$ cat config.mk
export PLATFORM = sky130hd
export DESIGN_NAME = e203_exu_lpwb_sched
export DESIGN_NICKNAME = d
export VERILOG_FILES = /design/src/rtl/e203_exu_lpwb_sched.sv
export SDC_FILE = /design/constraint.sdc
export NUM_CORES = 1
export LEC_CHECK = 0
export ABC_AREA = 1
export BUFFER_PORTS_ARGS = -buffer_cell sky130_fd_sc_hd__buf_2
export CAP_MARGIN = 20
export CORE_MARGIN = 1
export CORE_UTILIZATION = 47
export CTS_BUF_LIST = sky130_fd_sc_hd__clkbuf_2 sky130_fd_sc_hd__clkbuf_4 sky130_fd_sc_hd__clkbuf_8
export DETAILED_ROUTE_END_ITERATION = 10
export PLACE_DENSITY = 0.82
export RECOVER_POWER = 25
export SKIP_LAST_GASP = 1
export SLEW_MARGIN = 0
export SYNTH_ARGS = -nofsm -noshare
export SYNTH_HDL_FRONTEND = slang
export SYNTH_SLANG_ARGS = --single-unit
$ cat constraint.sdc
create_clock -name clk -period 5.2 [get_ports clk]
set_input_delay 0.78 -clock clk [delete_from_list [all_inputs] [get_ports clk]]
set_output_delay 0.78 -clock clk [all_outputs]
set_load 0.02 [all_outputs]
$ cat src/rtl/e203_exu_lpwb_sched.sv
// e203_exu_lpwb_sched: in-order long-pipe write-back scheduler.
// Accepts only the response tagged with the FIFO retire pointer and holds it in a one-entry stage.
module e203_exu_lpwb_sched #(
   parameter int NUM_UNITS = 2,
   parameter int ITAG_W    = 1,
   parameter int RFIDX_W   = 5,
   parameter int XLEN      = 32,
   parameter int PC_W      = 32,
   parameter int CNT_W     = 8
) (
   input  logic                        clk,
   input  logic                        rst,
   input  logic [NUM_UNITS-1:0]        unit_i_valid,
   output logic [NUM_UNITS-1:0]        unit_i_ready,
   input  logic [NUM_UNITS*ITAG_W-1:0] unit_i_itag,
   input  logic [NUM_UNITS*XLEN-1:0]   unit_i_wdat,
   input  logic [NUM_UNITS-1:0]        unit_i_err,
   input  logic                        oitf_empty,
   input  logic [ITAG_W-1:0]           oitf_ret_ptr,
   input  logic [RFIDX_W-1:0]          oitf_ret_rdidx,
   input  logic                        oitf_ret_rdwen,
   input  logic [PC_W-1:0]             oitf_ret_pc,
   output logic                        oitf_ret_ena,
   output logic                        wbck_o_valid,
   input  logic                        wbck_o_ready,
   output logic [XLEN-1:0]             wbck_o_wdat,
   output logic [RFIDX_W-1:0]          wbck_o_rdidx,
   output logic                        excp_o_valid,
   input  logic                        excp_o_ready,
   output logic [PC_W-1:0]             excp_o_pc,
   output logic                        sel_conflict,
   output logic [CNT_W-1:0]            stall_cnt
);
   typedef enum logic {S_EMPTY, S_FULL} state_t;
   state_t               r_state;
   logic [XLEN-1:0]      r_wdat;
   logic [RFIDX_W-1:0]   r_rdidx;
   logic [PC_W-1:0]      r_pc;
   logic                 r_err, r_rdwen;
   logic [CNT_W-1:0]     r_stall;
   logic [NUM_UNITS-1:0] w_match, w_sel;
   logic [XLEN-1:0]      w_wdat;
   logic                 w_err, w_full, w_drain, w_accept;
   for (genvar k = 0; k < NUM_UNITS; k++) begin : g_match
      assign w_match[k] = unit_i_valid[k] & ~oitf_empty & (unit_i_itag[k*ITAG_W +: ITAG_W] == oitf_ret_ptr);
   end
   // Scan downwards so the lowest-index match is the one that sticks.
   always_comb begin
      w_sel  = '0;
      w_wdat = '0;
      w_err  = 1'b0;
      for (int k = NUM_UNITS - 1; k >= 0; k--)
         if (w_match[k]) begin
            w_sel    = '0;
            w_sel[k] = 1'b1;
            w_wdat   = unit_i_wdat[k*XLEN +: XLEN];
            w_err    = unit_i_err[k];
         end
   end
   assign w_full       = r_state == S_FULL;
   assign w_drain      = w_full & (r_err ? excp_o_ready : (~r_rdwen | wbck_o_ready));
   assign w_accept     = ~rst & (|w_match) & (~w_full | w_drain);
   assign unit_i_ready = w_accept ? w_sel : '0;
   assign oitf_ret_ena = w_accept;
   assign sel_conflict = |(w_match & (w_match - NUM_UNITS'(1)));
   assign wbck_o_valid = w_full & ~r_err & r_rdwen;
   assign excp_o_valid = w_full & r_err;
   assign wbck_o_wdat  = r_wdat;
   assign wbck_o_rdidx = r_rdidx;
   assign excp_o_pc    = r_pc;
   assign stall_cnt    = r_stall;
   always_ff @(posedge clk or posedge rst) begin
      if (rst) begin
         r_state <= S_EMPTY;
         r_wdat  <= '0;
         r_rdidx <= '0;
         r_pc    <= '0;
         r_err   <= 1'b0;
         r_rdwen <= 1'b0;
         r_stall <= '0;
      end else begin
         if (w_full & ~w_drain & ~&r_stall) r_stall <= r_stall + CNT_W'(1);
         if (w_accept) begin
            r_state <= S_FULL;
            r_wdat  <= w_wdat;
            r_err   <= w_err;
            r_rdidx <= oitf_ret_rdidx;
            r_rdwen <= oitf_ret_rdwen;
            r_pc    <= oitf_ret_pc;
         end else if (w_drain) begin
            r_state <= S_EMPTY;
         end
      end
   end
endmodule

Word-level counts from Yosys, hierarchy flattened
Index checks and enable logic that the tools add are counted.

storage, ports and cells
  register bits = 80
  latch bits = 0
  RAM bits = 0
  bits in read-only memories = 0
  input port bits = 114
  output and inout port bits = 83
  word-level logic and storage cells = 47
  memories = 0

cells by class
  add/sub/neg operators = 2
  $mul = 0
  div/mod/pow operators = 0
  magnitude comparators = 0
  eq/ne operators = 2
  shifts and indexed selects = 0
  mux-type cells = 10
  bitwise logic cells = 21
  reductions and logical operators = 5

operators with widths
  kind                 number
  $mux 32              2
  $and 1x1->1          12
  $add 8x1->8 const B  1
  $reduce_and 8->1     1
  $mux 2               3
  $not 1->1            6
  $mux 1               5
  $reduce_or 2->1      2
  $and 2x2->2          1
  $eq 1x1->1           2
  $or 1x1->1           2
  $reduce_bool 2->1    1
  $sub 2x1->2 const B  1
  $logic_not 1->1      1

Longest topological paths before layout
Gate-level depths: netlist (run 1).

  word-level depth = 7
  mapped depth = 9
  gate-level depth less buffers = 8

Least setup slack after synthesis (run 1)
Ideal clock, no wire load.

  path type = input -> output
  start point = input port rst
  end point = output port oitf_ret_ena
  data arrival time = 3.510 ns
  required time = 4.420 ns
  slack = 0.910 ns
  stages = 4
  buffers on the path = 1
  path through = inv_1 nand3_1 nor2_8 buf_4

on the way
  cells in the longest elaborated chain, start to end = 3

ends and longest elaborated chain
  element                    RTL line  text
  start, declared            12        input logic rst,
  $not 1->1                  62        assign w_accept = ~rst & (|w_match) & (~w_full | w_drain);
  $and 1x1->1 (2 in series)  62
  end, declared              23        output logic oitf_ret_ena,

Every way passes these cells.

Final worst setup path (run 1)
  start point = input port rst
  end point = register r_rdidx[0] (netlist: wbck_o_rdidx[0])

on the way
  cells in the longest elaborated chain, start to end = 3

ends and longest elaborated chain
  element                    RTL line  text
  $not 1->1                  62
  $and 1x1->1 (2 in series)  62
  end signal, assigned       87        r_rdidx <= oitf_ret_rdidx;
  end, declared              37        logic [RFIDX_W-1:0] r_rdidx;

Every way passes these cells.
A chain may end at the register's enable or synchronous reset.

==> results of run 1 <==
worst min-delay path, stage by stage (launching register included):
cell and delay [ps]:
dfrtp_1 340, nand2_1 50, nand2_1 50
power breakdown:
part	switching [uW]	leakage (uW)	internal, uW
Clock	234	0.0000870	192
Sequential	59.3	0.00104	725
Combinational	313	0.00204	168
layout make-up:
cell class / count / area, um2
Clock buffer: 10 / 138
Sequential cell: 80 / 2000
Fill cell: 743 / 2760
Tap cell: 102 / 128
Inverter: 21 / 80.1
Antenna cell: 1 / 2.50
Multi-Input combinational cell: 382 / 1650
Clock inverter: 6 / 51.3
Timing Repair Buffer: 203 / 1040
logic make-up (layout without fill, tap and decap cells):
group	count (synthesis)	in the layout	share of synthesized area
simple gates	374	374	0.407
flops	80	80	0.517
buf+inv	50	240	0.0585
xor+xnor	5	5	0.0113
compound gates	2	2	0.00259
fa+ha+maj	1	1	0.00323
other cells	0	1	0
final timing paths:
kind / from / slack [ps] / to
min in group asynchronous: rst / 1260 / wbck_o_wdat[21]
setup reg to reg: r_err / 3090 / wbck_o_rdidx[0]
hold reg to reg: wbck_o_wdat[29] / 480 / wbck_o_wdat[29]
hold / removal: wbck_o_wdat[29] / 480 / wbck_o_wdat[29]
setup / recovery: rst / 1310 / wbck_o_rdidx[0]
max in group asynchronous: rst / 2730 / wbck_o_rdidx[0]
per-layer routing:
layer	wire length [um]	share of wire	up-vias	track usage
met5	0	0	-	0
met4	278	0.026	0	0.105
met3	666	0.063	25	0.0493
met2	5120	0.49	159	0.431
met1	4460	0.42	1845	0.324
li1	-	-	1987	-
cells in the mapped netlist (2+ instances only):
library cell	count	area [um2]
nand2_1	288	1080
dfrtp_1	80	2000
nand3_1	36	180
nand4_1	35	219
inv_1	19	71.3
clkbuf_1	11	41.3
buf_2	10	50.1
nor2_1	10	37.5
buf_4	7	52.6
xnor2_1	3	26.3
inv_2	2	7.51
o21ai_0	2	10.0
xor2_1	2	17.5
registers in the layout, indices dropped and copies added (netlist names):
name and cells:
excp_o_pc 32, wbck_o_wdat 32, stall_cnt 8, wbck_o_rdidx 5
r_err 1, r_rdwen 1, r_state 1
stage by stage:
| step | hold slack, ps | power (uW) | cell area (um2) | setup WS (ps) | cells |
|---|---|---|---|---|---|
| floorplan | 449 | 1090 | 3870 | 910 | 512 |
| global placement | 456 | 1260 | 4880 | 1460 | 787 |
| detailed placement | 460 | 1280 | 4880 | 1390 | 787 |
| CTS | 483 | 1710 | 5070 | 1390 | 803 |
| global route | 504 | 1800 | 5090 | 720 | 804 |
| finish | 479 | 1690 | 5090 | 1310 | 805 |
==> flow_metrics.tcl, run 1 <==
set metrics [dict create \
    grt_setup_unrepaired "no" \
    fmax_ghz 0.257 \
    slew_headroom -0.413 \
    max_stage_delay_ps 1520 \
    viasPerCell 4.99 \
    startpoint_type "primary input" \
    cts-root-buf "clkbuf_8" \
    netlist_instances 512 \
    tightest_slew_ps 2120 \
    syn_area_mm2 0.00387 \
    hold_path.class "reg -> reg" \
    antenna_found_initial 0 \
    finalSetupViolCount 0 \
    drt_iter0_drc 178 \
    nNetsFinal 812 \
    cts_tree "built" \
    path_common_cell "nand2_1" \
    layout_commonest_cell "nand2_1" \
    p_leak_uw 0.00317 \
    drcViolationCount 0 \
    cts_setup_buffers 0 \
    end_kind "register" \
    clock-skew-final_ps 14.5 \
    dr.pass1.iters 4 \
    rows 32 \
    numCtsBuffers 9 \
    drt-total-wl_mm 10.5 \
    cp_max_fo 42 \
    synth-async-reset-ratio 1.00 \
    synth_edf_count 0 \
    dr_total_vias 4016 \
    slew_viol_final 39 \
    htreeDepth 3 \
    die_x_um 92.8 \
    ys_types 20 \
    ys_ff_latch 80 \
    overflow 0 \
    cp_num_buf_inv 4 \
    seq_area_frac_synth 0.517 \
    io_buffers 196 \
    max-clock-path-buffers 2 \
    postLayoutCoreUtil 0.648 \
    synth_nets 627 \
    ctsHoldBuffers 0 \
    cp_top_family "buffers and inverters" \
    start_util 0.493 \
    slowest_stage "clkbuf_1" \
    place_congestion 0.860 \
    syn2layout_area_growth_pct 31.4 \
    whs_path_depth 2 \
    grt_pass1_vias 3727 \
    grt_max_degree 82 \
    arrival_ps 4110 \
    cap_violations 1 \
    synth_ff_type "dfrtp_1" \
    coreArea_mm2 0.00785 \
    cp.depth 7 \
    ys_warn_count 0 \
    final-hold-violation-count 0 \
    wl_per_cell_um 13.1 \
    path_cells "buf_2 > clkinvlp_2 > clkbuf_1 > nand3_2 > buf_4 > nand2_1 > nand2_1" \
    drive_gt1_frac 0.322 \
    cp.required_ps 5430 \
    ant_nets 0 \
    final.period_utilization 0.747 \
    cts_num_sinks 80 \
    die_area_mm2 0.00860 \
    grt_use_total 0.256 \
    ctsResizeCount 0 \
    clock_latency_ps 350 \
    die_y_um 92.8 \
    avgSynthCellArea_um2 7.56 \
    tns_ps 0 \
    violations "capacitance limit, slew limit" \
    cts.clk_slew.worst_paths_ps 80 \
    status "finished with violations" \
    layout_common_cells "nand2_1, buf_2, dfrtp_1" \
    io-pin-count 197 \
    final.min_clock_period_ps 3890 \
    powerDensity_mw_per_mm2 332 \
    ff2ff_path_depth 9 \
    path_class "in -> reg" \
    dp_hpwl_mm 7.61 \
    grt_pass1_wl_mm 17.3 \
    vdd_drop_max_mv 0.178 \
]
(Power assumes the default switching activity.)
==> run 2, diff against run 1 <==
Settings changed: ABC_AREA 1 to 0, CORE_UTILIZATION 47 to 41, PLACE_DENSITY 0.82 to 0.79.
Clock period 5.2 ns to 3.4 ns, I/O delays scaled along.
==> run 2 against run 1 <==
The run now ends clean; global-route usage decreased by 6.3 points; cell area down 8.0%; final cell count is 31% lower; sequential share of layout area is 3.4 points higher; first-iteration DRC count down 53%; area after synthesis fell by 12%; synthesized cell count decreased by 50%; hold slack lost 94 ps; critical path type is now reg -> out.
==> flow_metrics.tcl, run 2 <==
set metrics [dict create \
    coreArea_mm2 0.00785 \
    cts.clk_slew.worst_paths_ps 80 \
    synthTopCellsByCount "dfrtp_1, mux2_1, a2bb2oi_1, o22ai_1" \
    avgSynthCellArea_um2 13.4 \
    cts-root-buf "clkbuf_8" \
    ctsResizeCount 0 \
    drcViolationCount 0 \
    slew_headroom 0.222 \
    arrival_ps 2090 \
    synth-async-reset-ratio 1.00 \
    tightest_slew_ps 1160 \
    cp_max_fo 9 \
    grt_setup_unrepaired "no" \
    start_util 0.432 \
    final.period_utilization 0.764 \
    final.min_clock_period_ps 2600 \
    synth_nets 369 \
    layout_commonest_cell "buf_2" \
    grt_pass1_vias 2768 \
    drt_iter0_drc 84 \
    netlist_instances 254 \
    place_congestion 0.824 \
    fin_ws_ps 802 \
    dp_hpwl_mm 6.27 \
    synth_ff_type "dfrtp_1" \
    status "complete, no violations" \
    syn2layout_area_growth_pct 38.1 \
    seq_area_frac_synth 0.590 \
    nFillCells 684 \
    cts_tree "built" \
    yosysTopAreaCellShare 0.590 \
    ys_ff_latch 80 \
    nNetsFinal 565 \
    drive_gt1_frac 0.501 \
    ff2ff_path_depth 5 \
    whs_path_depth 2 \
    overflow 0 \
    syn_area_mm2 0.00339 \
    synth_edf_count 0 \
    synth_top_cells_by_area "dfrtp_1, mux2_1, a2bb2oi_1, o22ai_1, mux2_2" \
    ys_warn_count 0 \
    ant_nets 0 \
    finalSetupViolCount 0 \
    rows 32 \
    grt_use_total 0.193 \
    dp.cells 541 \
    viasPerCell 5.09 \
    clock_latency_ps 330 \
    p_leak_uw 0.00230 \
    seq_area_mm2 0.00200 \
    io-pin-count 197 \
    numCtsBuffers 9 \
    dr.pass1.iters 4 \
    startpoint_type "register" \
    cp.required_ps 2890 \
    htreeDepth 3 \
    antenna_cells 0 \
    multi_input_area_mm2 0.00129 \
    path_class "reg -> out" \
    vdd_drop_max_mv 0.371 \
    grt_max_degree 43 \
    powerDensity_mw_per_mm2 694 \
    slew_viol_final 0 \
    cts_setup_buffers 0 \
    hold_path.class "in -> reg" \
    ys_types 35 \
    dp_slack_ps 827 \
    tns_ps 0 \
    dr_total_vias 2833 \
    max-clock-path-buffers 2 \
    final-hold-violation-count 0 \
    wl_per_cell_um 15.0 \
    end_kind "output port" \
    clock-skew-final_ps 6.87 \
    instances_no_fill 557 \
    yosysTopAreaCell "dfrtp_1" \
    die_x_um 93.0 \
    fmax_ghz 0.385 \
    antenna_found_initial 0 \
    grt_pass1_wl_mm 13.0 \
    layout_common_cells "buf_2, dfrtp_1, mux2_1" \
    drt-total-wl_mm 8.37 \
    ctsHoldBuffers 0 \
    cap_violations 0 \
    synth_most_common_cell "dfrtp_1" \
    cts_num_sinks 80 \
    io_buffers 196 \
    die_area_mm2 0.00864 \
    die_y_um 93.0 \
]
-- run 2: path summary, 6_finish.rpt --
| check | endpoint | start | slack, ps |
|---|---|---|---|
| setup / recovery | unit_i_ready[1] | r_state | 800 |
| hold / removal | excp_o_pc[0] | oitf_ret_pc[0] | 380 |
| setup reg to reg | excp_o_pc[5] | r_state | 1290 |
| hold reg to reg | excp_o_pc[22] | excp_o_pc[22] | 480 |
| max in group asynchronous | wbck_o_wdat[31] | rst | 1920 |
| min in group asynchronous | wbck_o_wdat[15] | rst | 490 |
-- run 2: area by class of cell --
class,instances,share of cell area
inverters,5,0.00427
multi-input cells,151,0.275
clock inverters,5,0.0120
clock buffers,11,0.0310
flip-flops and latches,80,0.427
repair buffers,203,0.223
well taps,102,0.0273
-- run 2: routing by layer --
layer  part of all wire  track usage  up-vias
met1               0.42        0.236     1344
met2               0.50        0.334      132
li1                   -            -     1348
met5                  0            0        -
met4              0.011       0.0667        0
met3              0.075       0.0468        9
-- run 2: worst max-delay path, cell delays in order (launching register included) --
cell and delay (ps):
dfrtp_1 450, and4bb_1 270, a21oi_1 570, nor3b_1 270, buf_2 200
-- run 2: through the flow --
| stage | util | hold WS [ps] | power, uW | area [um2] |
|---|---|---|---|---|
| floorplan | - | 466 | 2120 | 3390 |
| detailed placement | 0.571 | 471 | 2590 | 4480 |
| global route | 0.597 | 369 | 3430 | 4680 |
| finish | 0.597 | 385 | 3250 | 4680 |
| CTS | 0.597 | 200 | 3300 | 4680 |
| global placement | 0.569 | 465 | 2540 | 4460 |
-- run 2: kinds of logic (layout without fill, tap and decap cells) --
group | count (synthesis) | after routing | synth area share
DFF | 80 | 80 | 0.590
AOI/OAI and AO/OA | 73 | 73 | 0.166
muxes | 44 | 44 | 0.145
and+or+nand+nor | 29 | 29 | 0.0483
buffers and inverters | 23 | 224 | 0.0365
xor gates and xnor gates | 4 | 4 | 0.0103
adders and majority gates | 1 | 1 | 0.00369
-- run 2: where the power goes --
group	internal, uW	switching (uW)
Combinational	471	684
Sequential	1240	169
Clock	366	326
Total	2070	1180
